File: config.mk
export PLATFORM = sky130hd
export DESIGN_NAME = reset_sequencer_flat
export DESIGN_NICKNAME = d
export VERILOG_FILES = /design/src/rtl/reset_sequencer_if.sv /design/src/rtl/reset_sequencer.sv /design/src/flat_wrapper.sv
export SDC_FILE = /design/constraint.sdc
export NUM_CORES = 1
export LEC_CHECK = 0
export CORE_MARGIN = 3
export CORE_UTILIZATION = 45
export DETAILED_ROUTE_END_ITERATION = 12
export HOLD_SLACK_MARGIN = 0.1
export MAX_ROUTING_LAYER = met4
export PLACE_DENSITY = 0.68
export SYNTH_ARGS = -nofsm -noshare
export SYNTH_HDL_FRONTEND = slang
export SYNTH_SLANG_ARGS = --single-unit
File: constraint.sdc
create_clock -name clk -period 2.1 [get_ports clk]
set_clock_uncertainty 0.2 [all_clocks]
set_input_delay 0.42 -clock clk [delete_from_list [all_inputs] [get_ports clk]]
set_output_delay 0.42 -clock clk [all_outputs]
set_load 0.1 [all_outputs]
File: src/rtl/reset_sequencer_if.sv
// Bundles the lock/request inputs and the reset/diagnostic outputs of the
// reset sequencer so the sequencer and its neighbours share one connection.
interface reset_sequencer_if #(
   parameter int NUM_STAGES = 3
);
   logic                  clk_locked;
   logic                  sw_reset_req;
   logic [NUM_STAGES-1:0] rst_stage_out;
   logic                  sys_ready;
   logic                  lock_lost_sticky;
   logic [7:0]            lock_loss_count;
   logic [2:0]            seq_state;

   modport master (
      input  clk_locked,
      input  sw_reset_req,
      output rst_stage_out,
      output sys_ready,
      output lock_lost_sticky,
      output lock_loss_count,
      output seq_state
   );

   modport slave (
      output clk_locked,
      output sw_reset_req,
      input  rst_stage_out,
      input  sys_ready,
      input  lock_lost_sticky,
      input  lock_loss_count,
      input  seq_state
   );
endinterface

File: src/rtl/reset_sequencer.sv
// Holds the datapath in reset until the system clock has been locked for a
// stable window, then releases per-subsystem resets one stage at a time.
// Lock loss or a host software reset puts every stage back into reset.
module reset_sequencer #(
   parameter int LOCK_STABLE_CYCLES = 1024,
   parameter int STAGE_GAP_CYCLES   = 16,
   parameter int NUM_STAGES         = 3
) (
   input  logic              clk,
   input  logic              rst,
   reset_sequencer_if.master bus
);

   typedef enum logic [2:0] {
      HOLD    = 3'd0,
      STABLE  = 3'd1,
      RELEASE = 3'd2,
      RUN     = 3'd3,
      SWRST   = 3'd4
   } state_t;

   // Counters compare against the last value before the event fires, so a
   // window of N edges ends when the counter already holds N-1.
   localparam logic [15:0] LOCK_LAST = 16'(LOCK_STABLE_CYCLES - 1);
   localparam logic [15:0] GAP_LAST  = 16'(STAGE_GAP_CYCLES - 1);
   localparam logic [3:0]  STAGES    = 4'(NUM_STAGES);

   state_t                state, state_next;
   logic [15:0]           stab_cnt, stab_cnt_next;
   logic [15:0]           gap_cnt, gap_cnt_next;
   logic [3:0]            rel_cnt, rel_cnt_next;
   logic [NUM_STAGES-1:0] stage_q, stage_next;
   logic                  ready_q, ready_next;
   logic                  sticky_q, sticky_next;
   logic [7:0]            loss_q, loss_next;
   logic                  abort_loss;

   // Next-state logic: walks HOLD -> STABLE -> RELEASE -> RUN and handles the
   // two abort paths, with lock loss taking precedence over a software reset.
   always_comb begin
      state_next    = state;
      stab_cnt_next = stab_cnt;
      gap_cnt_next  = gap_cnt;
      rel_cnt_next  = rel_cnt;
      ready_next    = ready_q;
      sticky_next   = sticky_q;
      loss_next     = loss_q;
      abort_loss    = 1'b0;

      case (state)
         HOLD: begin
            stab_cnt_next = '0;
            gap_cnt_next  = '0;
            rel_cnt_next  = '0;
            ready_next    = 1'b0;
            if (bus.clk_locked) begin
               state_next = STABLE;
            end
         end
         STABLE: begin
            rel_cnt_next = '0;
            ready_next   = 1'b0;
            if (!bus.clk_locked) begin
               state_next    = HOLD;
               stab_cnt_next = '0;
            end else if (stab_cnt == LOCK_LAST) begin
               state_next    = RELEASE;
               stab_cnt_next = '0;
               gap_cnt_next  = '0;
               rel_cnt_next  = 4'd1;
            end else begin
               stab_cnt_next = stab_cnt + 16'd1;
            end
         end
         RELEASE: begin
            if (!bus.clk_locked) begin
               abort_loss = 1'b1;
            end else if (bus.sw_reset_req) begin
               state_next   = SWRST;
               gap_cnt_next = '0;
               rel_cnt_next = '0;
               ready_next   = 1'b0;
            end else if (gap_cnt == GAP_LAST) begin
               gap_cnt_next = '0;
               if (rel_cnt == STAGES) begin
                  state_next = RUN;
                  ready_next = 1'b1;
               end else begin
                  rel_cnt_next = rel_cnt + 4'd1;
               end
            end else begin
               gap_cnt_next = gap_cnt + 16'd1;
            end
         end
         RUN: begin
            if (!bus.clk_locked) begin
               abort_loss = 1'b1;
            end else if (bus.sw_reset_req) begin
               state_next   = SWRST;
               gap_cnt_next = '0;
               rel_cnt_next = '0;
               ready_next   = 1'b0;
            end
         end
         SWRST: begin
            rel_cnt_next = '0;
            ready_next   = 1'b0;
            if (!bus.clk_locked) begin
               abort_loss = 1'b1;
            end else if (gap_cnt == GAP_LAST) begin
               state_next   = HOLD;
               gap_cnt_next = '0;
            end else begin
               gap_cnt_next = gap_cnt + 16'd1;
            end
         end
         default: begin
            state_next    = HOLD;
            stab_cnt_next = '0;
            gap_cnt_next  = '0;
            rel_cnt_next  = '0;
            ready_next    = 1'b0;
         end
      endcase

      if (abort_loss) begin
         state_next    = HOLD;
         stab_cnt_next = '0;
         gap_cnt_next  = '0;
         rel_cnt_next  = '0;
         ready_next    = 1'b0;
         sticky_next   = 1'b1;
         loss_next     = (loss_q == 8'hFF) ? 8'hFF : loss_q + 8'd1;
      end
   end

   // Stage k is held in reset while fewer than k+1 stages have been released;
   // deriving the outputs from a monotonic count keeps them glitch-free.
   always_comb begin
      stage_next = '1;
      for (int i = 0; i < NUM_STAGES; i++) begin
         stage_next[i] = (4'(i) >= rel_cnt_next);
      end
   end

   // State, counter and output registers; rst wins over everything else.
   always_ff @(posedge clk) begin
      if (rst) begin
         state    <= HOLD;
         stab_cnt <= '0;
         gap_cnt  <= '0;
         rel_cnt  <= '0;
         stage_q  <= '1;
         ready_q  <= 1'b0;
         sticky_q <= 1'b0;
         loss_q   <= '0;
      end else begin
         state    <= state_next;
         stab_cnt <= stab_cnt_next;
         gap_cnt  <= gap_cnt_next;
         rel_cnt  <= rel_cnt_next;
         stage_q  <= stage_next;
         ready_q  <= ready_next;
         sticky_q <= sticky_next;
         loss_q   <= loss_next;
      end
   end

   assign bus.rst_stage_out    = stage_q;
   assign bus.sys_ready        = ready_q;
   assign bus.lock_lost_sticky = sticky_q;
   assign bus.lock_loss_count  = loss_q;
   assign bus.seq_state        = state;

endmodule

File: src/flat_wrapper.sv
// flat-port wrapper written by rule: the top's interface ports become plain ports
module reset_sequencer_flat 
#(
   parameter int LOCK_STABLE_CYCLES = 1024,
   parameter int STAGE_GAP_CYCLES   = 16,
   parameter int NUM_STAGES         = 3
)
  (clk, rst, bus_clk_locked, bus_sw_reset_req, bus_rst_stage_out, bus_sys_ready, bus_lock_lost_sticky, bus_lock_loss_count, bus_seq_state);
  reset_sequencer_if #(.NUM_STAGES(NUM_STAGES)) bus_i ();
  input  logic clk;
  input  logic rst;
  input wire logic [$bits(bus_i.clk_locked)-1:0] bus_clk_locked;
  input wire logic [$bits(bus_i.sw_reset_req)-1:0] bus_sw_reset_req;
  output wire logic [$bits(bus_i.rst_stage_out)-1:0] bus_rst_stage_out;
  output wire logic [$bits(bus_i.sys_ready)-1:0] bus_sys_ready;
  output wire logic [$bits(bus_i.lock_lost_sticky)-1:0] bus_lock_lost_sticky;
  output wire logic [$bits(bus_i.lock_loss_count)-1:0] bus_lock_loss_count;
  output wire logic [$bits(bus_i.seq_state)-1:0] bus_seq_state;
  assign bus_i.clk_locked = bus_clk_locked;
  assign bus_i.sw_reset_req = bus_sw_reset_req;
  assign bus_rst_stage_out = bus_i.rst_stage_out;
  assign bus_sys_ready = bus_i.sys_ready;
  assign bus_lock_lost_sticky = bus_i.lock_lost_sticky;
  assign bus_lock_loss_count = bus_i.lock_loss_count;
  assign bus_seq_state = bus_i.seq_state;
  reset_sequencer #(.LOCK_STABLE_CYCLES(LOCK_STABLE_CYCLES), .STAGE_GAP_CYCLES(STAGE_GAP_CYCLES), .NUM_STAGES(NUM_STAGES)) u_core (.clk(clk), .rst(rst), .bus(bus_i));
endmodule
# Word-level counts from Yosys, hierarchy flattened
# Index checks and enable logic that the tools add are counted.
[totals]
ram_bits = 0
latchBits = 0
out_inout_bits = 16
elab_cells = 84
memories = 0
rom_bits = 0
register_bits = 52
[op_classes]
n_mul = 0
order_cmp = 3
bitwise = 0
addsub = 4
mux = 44
div = 0
shifts = 0
n_reduce_logical = 6
n_eq_ne = 19
[op_table]
columns = ["operator", "n"]
rows = [
  ["16-bit 2-to-1 mux", 10],
  ["16-bit case mux with 4 select lines", 1],
  ["3-bit 2-to-1 mux", 11],
  ["16-bit by 1-bit adder with 16-bit output, second input constant", 2],
  ["4-bit 2-to-1 mux", 8],
  ["16-bit case mux with 2 select lines", 1],
  ["16-bit by 10-bit equality test with 1-bit output, second input constant", 1],
  ["16-bit by 4-bit equality test with 1-bit output, second input constant", 1],
  ["3-bit case mux with 5 select lines", 1],
  ["2-bit inequality test, second input constant", 6],
  ["4-bit case mux with 3 select lines", 1],
  ["1-bit 2-to-1 mux", 9],
  ["3-bit by 2-bit inequality test with 1-bit output, second input constant", 3],
  ["9-bit AND reduction", 1],
  ["8-bit by 1-bit adder with 8-bit output, second input constant", 1],
  ["8-bit equality test, second input constant", 1],
  ["1-bit by 4-bit greater-or-equal comparator with 1-bit output, first input constant", 2],
  ["8-bit 2-to-1 mux", 1],
  ["3-bit by 2-bit equality test with 1-bit output, second input constant", 2],
  ["6-bit AND reduction", 1],
  ["5-bit AND reduction", 1],
  ["4-bit by 1-bit adder with 4-bit output, second input constant", 1],
  ["4-bit by 2-bit equality test with 1-bit output, second input constant", 1],
  ["2-bit by 4-bit greater-or-equal comparator with 1-bit output, first input constant", 1],
  ["other kinds (7)", 8],
]

# Logic depth before layout (Yosys ltp)
[depth]
depth_word = 8
mapped_depth = 9

# Worst setup path after synthesis
# No wires, ideal clock.
[synth_timing]
kind = "reg-to-reg"
startpoint = "reg u_core.state[1], in the netlist u_core.bus.seq_state[1]"
endpoint = "reg u_core.gap_cnt[14]"
setup_slack_ns = -0.718
path_stages_with_launch = 7
t_arrival_ns = 2.548
path_buffers = 2
required_time_ns = 1.830
path_cell_list = "dfxtp_1 clkbuf_2 or3b_2 a211oi_2 o31ai_2 buf_2 a21oi_1"
[synth_via]
elab_chain_len = 4
[synth_lines]
columns = ["element", "line_no", "rtl"]
rows = [
  ["start, declared", "reset_sequencer.sv:28", "state_t state, state_next;"],
  ["start signal, assigned", "reset_sequencer.sv:158", "state <= state_next;"],
  ["3-bit by 2-bit equality test with 1-bit output / 3-bit equality test (equally long branches)", "reset_sequencer.sv:50", "case (state)"],
  ["3-bit OR reduction (no source line)", "n/a", ""],
  ["1-bit 2-to-1 mux", "n/a", ""],
  ["2-bit OR reduction (no source line)", "n/a", ""],
  ["end signal, assigned", "reset_sequencer.sv:160", "gap_cnt <= gap_cnt_next;"],
  ["end, declared", "reset_sequencer.sv:30", "logic [15:0] gap_cnt, gap_cnt_next;"],
]
# Parallel ways exist; a longest one is shown, timed or not.
# A chain may end at the register's enable or synchronous reset.

# Worst setup path after layout
[layout_timing]
startpoint = "reg u_core.stab_cnt[1]"
endpoint = "reg u_core.gap_cnt[12]"
[layout_via]
elab_chain_len = 3
[layout_lines]
columns = ["element", "line_no", "rtl"]
rows = [
  ["start, declared", "reset_sequencer.sv:29", "logic [15:0] stab_cnt, stab_cnt_next;"],
  ["start signal, assigned", "reset_sequencer.sv:159", "stab_cnt <= stab_cnt_next;"],
  ["16-bit by 10-bit equality test with 1-bit output", "reset_sequencer.sv:66", "end else if (stab_cnt == LOCK_LAST) begin"],
  ["2-bit by 1-bit inequality test with 1-bit output (no source line)", "n/a", ""],
  ["6-bit AND reduction (no source line)", "n/a", ""],
]
# No other way between the ends.

==> results.toml <==
[outcome]
status = "finished, violations left"
violations = "setup timing"

[clocking]
clkSinkCount = 52
cts.clk_slew.worst_paths_ns = 0.09
cts_made_buffers = 5
clkLatencyLatePin_ns = 0.30
cts-root-buf = "clkbuf_8"
cts_hold_buf = 0
cts_buffer_depth = 2
htreeDepth = 2
cts_tree = "yes"

[logic_synthesis]
ys.flop_type = "dfxtp_1"
yosys_warnings = 0
synth_area_um2 = 2710
synth_cell_type_count = 52
postSynthAreaPerCell_um2 = 8.41
mappedNetlistNets = 330
ys_ff_latch = 52
ys_seq_area_frac = 0.384
netlist.area_leader.share = 0.384
synth.most_common_cell = "dfxtp_1"
syn_inst = 322
yosysTopAreaCell = "dfxtp_1"
yosys-top-cells-count = "dfxtp_1 (52), nor2_1 (35), a21oi_1 (25)"
async_reset_ff_frac = 0
synth_area_leaders = "dfxtp_1 (38%), nor2_1 (4.9%), a21oi_1 (4.6%), xnor2_1 (4.2%), or4_1 (3.3%)"
synth-edff-count = 0

[floorplan]
io_pins = 20
die_w_um = 83.6
start_util = 0.477
coreArea_um2 = 5680
placementRows = 27
dieArea_um2 = 6980
die_h_um = 83.6

[power_and_ir_drop]
p_comb_frac = 0.153
power_density_nw_per_um2 = 461
power_frac_seq = 0.513
p_int_mw = 1.44
power_switching_uw = 501
swShare = 0.259
leakage_nw = 1.54
clock_power_share = 0.334
vdd.ir_drop.worst_v = 0.000334

[global_route]
overflow = 0
grt_pass1_vias = 2556
grt_antenna_before_repair = 0
grtUsageTotal = 0.194
grt_max_degree = 25
grt_pass1_wl_um = 11300

[place]
place_congestion = 0.885
place_inst = 472
io_buffers = 19
hpwl_um = 4790

[timing]
fin_crit_ns = 2.15
slew_violations = 0
fin_crit_sh = 1.03
fmax_mhz = 464
rsz0062_at_grt = "true"
tightest_slew_ns = 0.525
hold_violations = 0
timing.final.ws_setup_ns = -0.0534
slew_headroom = 0.650
setup_viol = 12

[critical_path]
critPathMaxFanout = 6
endpoint_kind = "flop"
arrival_ns = 2.19
r2r_setup_slack_ns = -0.05
startpoint_type = "flop"
crit_type = "reg2reg"
critPathRequiredTime_ns = 2.13

[layout]
n_antenna_cell = 0
fin_util = 0.741
layoutNonFillerInstCount = 486
finalNetCount = 421
areaGrowthSynthToFinish_pct = 55.3
drive_gt1_frac = 0.435

[routing]
firstDrtPassIters = 5
vias = 2843
route.detailed.drc = 0
routed_wirelength_um = 7620
vias_per_cell = 5.85
drt-initial-drc-count = 137
avgRoutedWirePerCell_um = 15.7
ant_nets = 0

[run]
drv_cap = 0

[min_path]
hold_path.class = "reg2reg"
==> layout make-up <==
cell class,count,area (um2)
Multi-Input combinational cell,246,1890
Fill cell,388,1470
Sequential cell,52,1070
Timing Repair Buffer,101,1020
Clock buffer,6,93.8
Tap cell,72,90.1
Inverter,7,26.3
Clock inverter,2,12.5
==> cell usage in the layout (no fill, tap or decap), drive strengths merged, types with 2 or more instances in the layout <==
cell type  synthesis  routed
a211o              3       3
a211oi             5       5
a21oi             25      25
a31oi              3       3
a32o               2       2
and2               3       3
and3               4       4
and4               7       7
buf                9      96
clkbuf             8       8
dfxtp             52      52
ha                 4       4
inv                7       7
mux2i              2       2
nand2             21      21
nand2b             5       5
nand3             17      17
nand4              9       9
nor2              35      35
nor2b              3       3
nor3              14      14
nor3b              3       3
nor4               8       8
nor4b              2       2
o2111ai            2       2
o21ai              8       8
o31ai             12      12
or3                2       2
or3b               4       4
or4               12      12
xnor2             13      13
xor2               5       5
==> sequential cells by signal, indices dropped and copies added, names as in the netlist <==
register / flops
u_core.bus.lock_loss_count: 8
u_core.bus.lock_lost_sticky: 1
u_core.bus.rst_stage_out: 3
u_core.bus.seq_state: 3
u_core.bus.sys_ready: 1
u_core.gap_cnt: 16
u_core.rel_cnt: 4
u_core.stab_cnt: 16
==> routing by layer <==
layer,global-route usage,up-vias,wire [um]
met5,-,-,0
li1,-,1381,-
met4,0.0439,0,126
met1,0.243,1373,3370
met2,0.325,72,3800
met3,0.0375,17,322
==> worst paths after layout <==
| path | startpoint | end | cells after the start |
|---|---|---|---|
| worst min register to register | u_core.bus.lock_loss_count[0] | u_core.bus.lock_loss_count[0] | 1 |
| worst min-delay path | u_core.bus.lock_loss_count[0] | u_core.bus.lock_loss_count[0] | 1 |
| worst max register to register | u_core.stab_cnt[1] | u_core.gap_cnt[12] | 7 |
| worst max-delay path | u_core.stab_cnt[1] | u_core.gap_cnt[12] | 7 |
==> worst max-delay path: stages (launching register included) <==
cell      delay, ns
dfxtp_2        0.37
ha_4           0.16
nand2b_4       0.06
nor4_4         0.29
a211oi_4       0.16
buf_12         0.16
or4_1          0.52
a21oi_2        0.15
==> through the flow <==
| step | power (mW) | cell area (um2) | TNS, ns | worst slack, ns | hold WS, ns |
|---|---|---|---|---|---|
| after floorplan | 1.14 | 2860 | -0.265 | -0.0297 | 0.261 |
| after global placement | 1.23 | 3730 | -11.29 | -0.327 | 0.291 |
| after detailed placement | 1.23 | 3730 | -12.41 | -0.376 | 0.311 |
| after CTS | 1.88 | 3870 | 0 | 0.00651 | 0.333 |
| after global routing | 2.00 | 4200 | -1.88 | -0.170 | 0.360 |
| final | 1.94 | 4200 | -0.287 | -0.0534 | 0.334 |
==> power by group through the flow <==
stage          clock, mW  combinational, mW  sequential, mW
3_5_place_dp           0              0.217            1.02
4_1_cts            0.662              0.219           0.994
3_3_place_gp           0              0.214            1.02
2_1_floorplan          0              0.106            1.04
5_1_grt            0.692              0.314           0.996
6_report           0.648              0.296           0.995
==> timing repair <==
| item | CTS | global route |
|---|---|---|
| pin swaps | 2 | 30 |
| endpoints found under the setup margin | 17 | 41 |
| setup buffers | 1 | 4 |
| cloned | 0 | 2 |
| gates resized for setup | 9 | 56 |
==> kinds of logic (layout without fill, tap and decap cells) <==
| group | count (synthesis) | in the layout | synth area share |
|---|---|---|---|
| AND/OR/NAND/NOR | 152 | 152 | 0.317 |
| AO/OA/AOI/OAI | 70 | 70 | 0.175 |
| flip-flops | 52 | 52 | 0.384 |
| buffers and inverters | 24 | 116 | 0.0402 |
| XOR/XNOR | 18 | 18 | 0.0582 |
| adder cells (fa/ha/maj) | 4 | 4 | 0.0185 |
| multiplexers | 2 | 2 | 0.00739 |
No activity file was read; power rests on OpenSTA's default activity.
